## config.mk

```make
export PLATFORM = sky130hd
export DESIGN_NAME = canvas_port_arbiter
export DESIGN_NICKNAME = d
export VERILOG_FILES = /design/src/rtl/canvas_port_arbiter.sv
export SDC_FILE = /design/constraint.sdc
export NUM_CORES = 1
export LEC_CHECK = 0
export CAP_MARGIN = 40
export CORE_ASPECT_RATIO = 0.7
export CORE_MARGIN = 8
export CORE_UTILIZATION = 39
export DETAILED_ROUTE_END_ITERATION = 16
export GPL_TIMING_DRIVEN = 0
export HOLD_SLACK_MARGIN = 0.12
export PLACE_DENSITY = 0.76
export RECOVER_POWER = 25
export SYNTH_ARGS = -nofsm -noshare
export SYNTH_HDL_FRONTEND = slang
export SYNTH_SLANG_ARGS = --single-unit
export TNS_END_PERCENT = 1
```

## constraint.sdc

```tcl
create_clock -name clk -period 1.7 [get_ports clk]
set_input_delay 0.255 -clock clk [delete_from_list [all_inputs] [get_ports clk]]
set_output_delay 0.255 -clock clk [all_outputs]
set_load 0.1 [all_outputs]
```

## src/rtl/canvas_port_arbiter.sv

```systemverilog
// Single-port canvas RAM arbiter: clear sequencer > stroke writer > read-out scanner.
// Define CANVAS_ARB_STARVE_GUARD_EN to force a scan read after STARVE_LIMIT lost cycles.
module canvas_port_arbiter #(
    parameter int unsigned ADDR_W       = 10,
    parameter int unsigned STARVE_LIMIT = 64
) (
    input  logic              clk,
    input  logic              rst,
    input  logic              clear_req,
    output logic              clear_busy,
    input  logic              draw_valid,
    input  logic [ADDR_W-1:0] draw_addr,
    input  logic              draw_data,
    output logic              draw_ready,
    input  logic              scan_start,
    output logic              scan_busy,
    output logic              scan_valid,
    output logic [ADDR_W-1:0] scan_addr,
    output logic              scan_data,
    output logic              scan_done,
    output logic [ADDR_W-1:0] mem_addr,
    output logic              mem_we,
    output logic              mem_wdata,
    input  logic              mem_rdata
);

    localparam logic [ADDR_W-1:0] ADDR_MAX = {ADDR_W{1'b1}};

    typedef enum logic {C_IDLE, C_RUN} c_state_t;
    typedef enum logic [1:0] {S_IDLE, S_RUN, S_DRAIN} s_state_t;

    c_state_t          c_state;
    s_state_t          s_state;
    logic [ADDR_W-1:0] clr_cnt;
    logic [ADDR_W-1:0] scan_ptr;
    logic              clear_own;
    logic              forced;
    logic              scan_grant;

    assign clear_own = (c_state == C_RUN);

`ifdef CANVAS_ARB_STARVE_GUARD_EN
    localparam int unsigned STARVE_W = $clog2(STARVE_LIMIT + 1);
    localparam logic [STARVE_W-1:0] STARVE_MAX = STARVE_W'(STARVE_LIMIT);

    logic [STARVE_W-1:0] starve_cnt;

    assign forced = !clear_own && (s_state == S_RUN) && (starve_cnt == STARVE_MAX);

    // Counts consecutive cycles a running scan lost the port to draw; clear cycles freeze it.
    always_ff @(posedge clk) begin
        if (rst) begin
            starve_cnt <= '0;
        end else if ((s_state == S_RUN) && !clear_own) begin
            if (scan_grant) begin
                starve_cnt <= '0;
            end else if (starve_cnt != STARVE_MAX) begin
                starve_cnt <= starve_cnt + STARVE_W'(1);
            end
        end
    end
`else
    assign forced = 1'b0;
`endif

    // Port mux and grants, fixed priority.
    always_comb begin
        draw_ready = 1'b0;
        mem_addr   = '0;
        mem_we     = 1'b0;
        mem_wdata  = 1'b0;
        scan_grant = 1'b0;
        if (!rst) begin
            if (clear_own) begin
                mem_addr = clr_cnt;
                mem_we   = 1'b1;
            end else if (forced) begin
                mem_addr   = scan_ptr;
                scan_grant = 1'b1;
            end else begin
                draw_ready = 1'b1;
                if (draw_valid) begin
                    mem_addr  = draw_addr;
                    mem_we    = 1'b1;
                    mem_wdata = draw_data;
                end else begin
                    mem_addr   = scan_ptr;
                    scan_grant = (s_state == S_RUN);
                end
            end
        end
    end

    // Clear sequencer: writes zeros from the top address down to 0; a new request restarts it.
    always_ff @(posedge clk) begin
        if (rst) begin
            c_state    <= C_IDLE;
            clr_cnt    <= '0;
            clear_busy <= 1'b0;
        end else begin
            case (c_state)
                C_IDLE: begin
                    if (clear_req) begin
                        c_state    <= C_RUN;
                        clr_cnt    <= ADDR_MAX;
                        clear_busy <= 1'b1;
                    end
                end
                C_RUN: begin
                    if (clear_req) begin
                        clr_cnt <= ADDR_MAX;
                    end else begin
                        clr_cnt <= clr_cnt - ADDR_W'(1);
                        if (clr_cnt == '0) begin
                            c_state    <= C_IDLE;
                            clear_busy <= 1'b0;
                        end
                    end
                end
                default: begin
                    c_state    <= C_IDLE;
                    clear_busy <= 1'b0;
                end
            endcase
        end
    end

    // Scanner: one read per granted cycle, data presented the following cycle.
    always_ff @(posedge clk) begin
        if (rst) begin
            s_state    <= S_IDLE;
            scan_ptr   <= '0;
            scan_busy  <= 1'b0;
            scan_valid <= 1'b0;
            scan_done  <= 1'b0;
            scan_addr  <= '0;
        end else begin
            scan_valid <= scan_grant;
            scan_done  <= scan_grant && (scan_ptr == ADDR_MAX);
            if (scan_grant) begin
                scan_addr <= scan_ptr;
                scan_ptr  <= scan_ptr + ADDR_W'(1);
            end
            case (s_state)
                S_IDLE: begin
                    if (scan_start) begin
                        s_state   <= S_RUN;
                        scan_ptr  <= '0;
                        scan_busy <= 1'b1;
                    end
                end
                S_RUN: begin
                    if (scan_grant && (scan_ptr == ADDR_MAX)) begin
                        s_state <= S_DRAIN;
                    end
                end
                S_DRAIN: begin
                    s_state   <= S_IDLE;
                    scan_busy <= 1'b0;
                end
                default: begin
                    s_state   <= S_IDLE;
                    scan_busy <= 1'b0;
                end
            endcase
        end
    end

    // RAM output is already registered; mask it outside valid beats.
    assign scan_data = scan_valid & mem_rdata;

endmodule

```

=== Yosys cells after proc, flatten, opt, wreduce, memory -nomap -nowiden ===
Cells that the tools add are included.

* Mux-type cells: 33
* Reduce and logical (&&, ||, !) cells: 6
* Equality and inequality tests: 7
* Bitwise operators: 3
* Add/sub/neg operators: 2

{| class="wikitable"
|+ Operators by type and width
! cell !! number
|-
| two-way mux 10 bit || 8
|-
| one-hot mux 10 bit (2 select lines) || 1
|-
| two-way mux 1 bit || 18
|-
| adder 10 x 1 -> 10 bit (second input constant) || 1
|-
| equality test 10 bit (second input constant) || 1
|-
| zero test 10 bit || 1
|-
| subtractor 10 x 1 -> 10 bit (second input constant) || 1
|-
| != test 2 bit (second input constant) || 3
|-
| one-hot mux 1 bit (2 select lines) || 3
|-
| two-way mux 2 bit || 2
|-
| != test 2 x 1 -> 1 bit (second input constant) || 2
|-
| one-hot mux 2 bit (2 select lines) || 1
|-
| AND reduction 2 bit || 2
|-
| AND reduction 3 bit || 1
|-
| equality test 2 x 1 -> 1 bit (second input constant) || 1
|-
| zero test 2 bit || 1
|-
| inverter 1 bit || 2
|-
| bitwise AND 1 bit || 1
|-
| logical AND 1 bit || 1
|}

* Register bits after elaboration: 37
* Input bits: 17
* Output and inout port bits: 28
* Word-level logic and storage cells: 60

=== Logic depth before layout (Yosys ltp) ===
* Word-level depth: 7
* Depth in mapped cells: 5
* Mapped depth without buffers: 5

=== Least setup slack after synthesis ===
OpenSTA, ideal clock, no wires.

* Path kind: input port to output port
* From: in draw_valid
* To: out mem_addr[0]
* Stages: 4
* Arrival: 3.070 ns
* Required time: 1.445 ns
* Slack: -1.625 ns
* Buffers on the path: 2
* Path through: buf_6 > clkbuf_1 > a211oi_1 > a211oi_1

* Cells in the longest elaborated chain, start to end: 3

{| class="wikitable"
|+ Ends and longest elaborated chain
! what !! line !! RTL
|-
| from (decl) || 11 || <nowiki>input logic draw_valid,</nowiki>
|-
| two-way mux 10 bit || 82 || <nowiki>if (draw_valid) begin</nowiki>
|-
| two-way mux 10 bit || 74 || <nowiki>if (clear_own) begin</nowiki>
|-
| two-way mux 10 bit || 73 || <nowiki>if (!rst) begin</nowiki>
|-
| to (decl) || 21 || <nowiki>output logic [ADDR_W-1:0] mem_addr,</nowiki>
|}

No other way between the ends.

=== Worst setup path after layout ===
* From: reg c_state
* To: reg scan_ptr[7]

* Cells in the longest elaborated chain, start to end: 5

{| class="wikitable"
|+ Ends and longest elaborated chain
! what !! line !! RTL
|-
| from (decl) || 32 || <nowiki>c_state_t c_state;</nowiki>
|-
| from (signal assigned) || 97 || <nowiki>c_state <= C_IDLE;</nowiki>
|-
| from (signal assigned) || 104 || <nowiki>c_state <= C_RUN;</nowiki>
|-
| from (signal assigned) || 115 || <nowiki>c_state <= C_IDLE;</nowiki>
|-
| two-way mux 1 bit (*) || 74 ||
|-
| two-way mux 1 bit (*) || 73 ||
|-
| two-way mux 10 bit (*) || 140 || <nowiki>if (scan_grant) begin</nowiki>
|-
| two-way mux 10 bit || 146 || <nowiki>if (scan_start) begin</nowiki>
|-
| two-way mux 10 bit (*) || 144 || <nowiki>case (s_state)</nowiki>
|-
| to (signal assigned) || 142 || <nowiki>scan_ptr <= scan_ptr + ADDR_W'(1);</nowiki>
|-
| to (decl) || 35 || <nowiki>logic [ADDR_W-1:0] scan_ptr;</nowiki>
|}

Mark *: on every way between the ends. The rest lies on a longest branch, timed or not.
A chain may end at the register's enable or synchronous reset.

==> results.json <==
{
  "synth_compound_area_share_pct": 21.0,
  "grt_use_total_pct": 18.6,
  "synthCells": 233,
  "crit_chain": "buf_6, buf_6, or4b_1, buf_6, or4_4, a21oi_2",
  "slew_violations": 0,
  "cts.reportedPaths.clkPinSlew_ns": 0.08,
  "ys_seq_area_share_pct": 38.7,
  "yosysUniqueCellTypes": 42,
  "tightestPinTransition_ns": 0.611,
  "fmax_mhz": 518,
  "total_power_mw": 2.25,
  "dieArea_um2": 7450,
  "synth_simple_gate_area_share_pct": 25.6,
  "drc": 0,
  "diodes": 0,
  "synth_top_family_by_area": "simple AND/OR/NAND/NOR gates",
  "synthArstFlopShare_pct": 0,
  "placed_cell_area_um2": 3050,
  "vdd_drop_max_mv": 0.302,
  "area_delta_synth_final_pct": 73.9,
  "rows": 21,
  "vias": 2234,
  "clkLatencyLatePin_ns": 0.30,
  "clock_path_buffers": 2,
  "setup_violations": 20,
  "drt_wl_total_um": 7280,
  "ant_nets": 0,
  "core_region_area_um2": 4760,
  "rsz0062_at_grt": "true",
  "numCtsBuffers": 5,
  "crit_buf_inv": 3,
  "fillers": 334,
  "grt_max_degree": 12,
  "wire_per_inst_um": 19.1,
  "stdcell_area_um2": 3330,
  "slowest_stage": "or4b_1",
  "drt_pass1_iterations": 4,
  "p_leak_nw": 1.19,
  "holdCritPathClass": "in -> reg",
  "synthTopCellsByCount": "dfxtp_1, a21oi_1, nand2_1, nand3_1, o21ai_0",
  "start_util_pct": 40.3,
  "die_w_um": 99.8,
  "violations": "negative setup slack",
  "synth-edff-count": 0,
  "drive_gt1_share_pct": 34.3,
  "place_congestion": 0.849,
  "path_class": "reg -> reg",
  "synthTopCellsByArea": "dfxtp_1, a21oi_1, a211oi_1",
  "post-synth-top-area-cell": "dfxtp_1",
  "synth_top_area_share_pct": 38.7,
  "grt_overflow": 0,
  "status": "complete, but fails checks",
  "synth_xor_area_share_pct": 1.83,
  "port_buffers": 43,
  "synthMuxAreaShare_pct": 5.55,
  "antenna_found_initial": 0,
  "crit_family": "simple AND/OR/NAND/NOR gates",
  "synth-adder-area-share_pct": 1.31,
  "fin_worst_skew_ns": 0.00558,
  "fin_tns_setup_ns": -2.24,
  "ios": 45,
  "dp_slack_ns": -0.900,
  "required_ns": 1.93,
  "dpl.hpwl_um": 4940,
  "endpoint_kind": "flip-flop",
  "fin_ws_ns": -0.232,
  "fin_crit_ns": 1.93,
  "crit_top_cell": "buf_6",
  "viasPerCell": 5.86,
  "crit_path_start_kind": "flip-flop",
  "cts_tree": "yes",
  "grt_pass1_wl_um": 10800,
  "powerDensity_nw_per_um2": 675,
  "postCtsHoldBufs": 0,
  "nNetsFinal": 330,
  "cts-htree-levels": 2,
  "synth_flop_cell": "dfxtp_1",
  "root_buffer": "clkbuf_8",
  "syn-num-nets": 252,
  "synth_area_um2": 1920,
  "crit_fanout": 7,
  "clock-sinks": 37,
  "drtIter0Drc": 251,
  "finalCritPeriodShare_pct": 114,
  "max_stage_delay_ns": 0.53,
  "avgSynthCellArea_um2": 8.22,
  "maxCapViolCount": 0,
  "synth-seq-cells": 37,
  "grt_pass1_vias": 2036,
  "yosys_warnings": 0,
  "yosysMostFrequentCell": "dfxtp_1",
  "hold_viol": 0,
  "cp_data_arrival_time_ns": 2.16,
  "die_h_um": 74.6,
  "maxSlewHeadroom_pct": 59.1
}
registers in the layout, summed over array words and instances, names as in the netlist:
register	cells
scan_addr	10
scan_done	1
scan_busy	1
clr_cnt	10
scan_valid	1
c_state	1
clear_busy	1
s_state	2
scan_ptr	10
through the flow:
step	instances	hold WS, ns	util [%]
finish	381	0.369	70.0
global route	381	0.386	70.0
CTS	377	0.346	67.5
detailed placement	374	0.467	64.2
global placement	345	0.464	54.6
floorplan	233	0.448	-
cell type report:
cell class	count	area [um2]	area share, %
clock inverters	2	10.0	0.301
plain buffers	17	160	4.81
repair buffers	71	917	27.5
multi-input cells	170	1290	38.8
well taps	69	86.3	2.59
flip-flops and latches	37	747	22.4
clock buffers	6	72.6	2.18
inverters	9	45.0	1.35
worst paths after layout:
path,cells after the start,endpoint,slack (ns),startpoint
max,6,scan_ptr[7],-0.23,c_state
min,4,scan_ptr[2],0.37,draw_valid
max reg2reg,6,scan_ptr[7],-0.23,c_state
min reg2reg,2,scan_addr[7],0.48,scan_addr[7]
worst min-delay path, cell delays in order:
cell and delay [ns]:
buf_6 0.13, nor4_2 0.07, nand3_1 0.09, mux2i_1 0.07
layout by cell type (no fill, tap or decap), types with 3 or more instances in the layout:
master / n
dfxtp_1: 34
clkdlybuf4s50_1: 26
a21oi_1: 21
nand3_1: 16
nand2_1: 14
buf_12: 14
buf_8: 12
buf_6: 9
a211oi_1: 8
clkbuf_1: 8
o21ai_1: 8
buf_4: 8
o21ai_0: 7
nor2_1: 7
a21oi_4: 6
clkbuf_8: 6
mux2_2: 5
inv_1: 5
nor2b_1: 5
mux2i_1: 5
o31ai_1: 5
or4_4: 5
clkbuf_2: 3
a211oi_4: 3
nand2_2: 3
nor2_4: 3
a21oi_2: 3
nand3b_1: 3
nor3_1: 3
xnor2_1: 3
or4_1: 3
a311oi_1: 3
metal layers:
metal / vias to the layer above / GRT usage, % / part of all wire, %
li1: 1013 / - / -
met1: 1079 / 24.2 / 42
met2: 122 / 29.0 / 46
met3: 20 / 4.80 / 9.5
met4: 0 / 7.18 / 2.4
met5: - / 0 / 0
power by group:
group / switching (mW) / internal, mW / leakage (nW)
clock network: 0.325 / 0.284 / 0.0450
logic: 0.423 / 0.282 / 0.837
registers: 0.0371 / 0.895 / 0.304
repair_timing:
item	CTS	global route
endpoints found under the setup margin	37	33
pin swaps	4	7
buffers inserted	6	4
resized for setup	40	43
gates cloned	0	0
logic make-up after synthesis:
logic type,count (synthesis)
simple gates,86
mux,10
xor+xnor,4
buf+inv,26
fa+ha+maj,2
compound gates,68
flops,37
No activity file was read; power rests on OpenSTA's default activity.
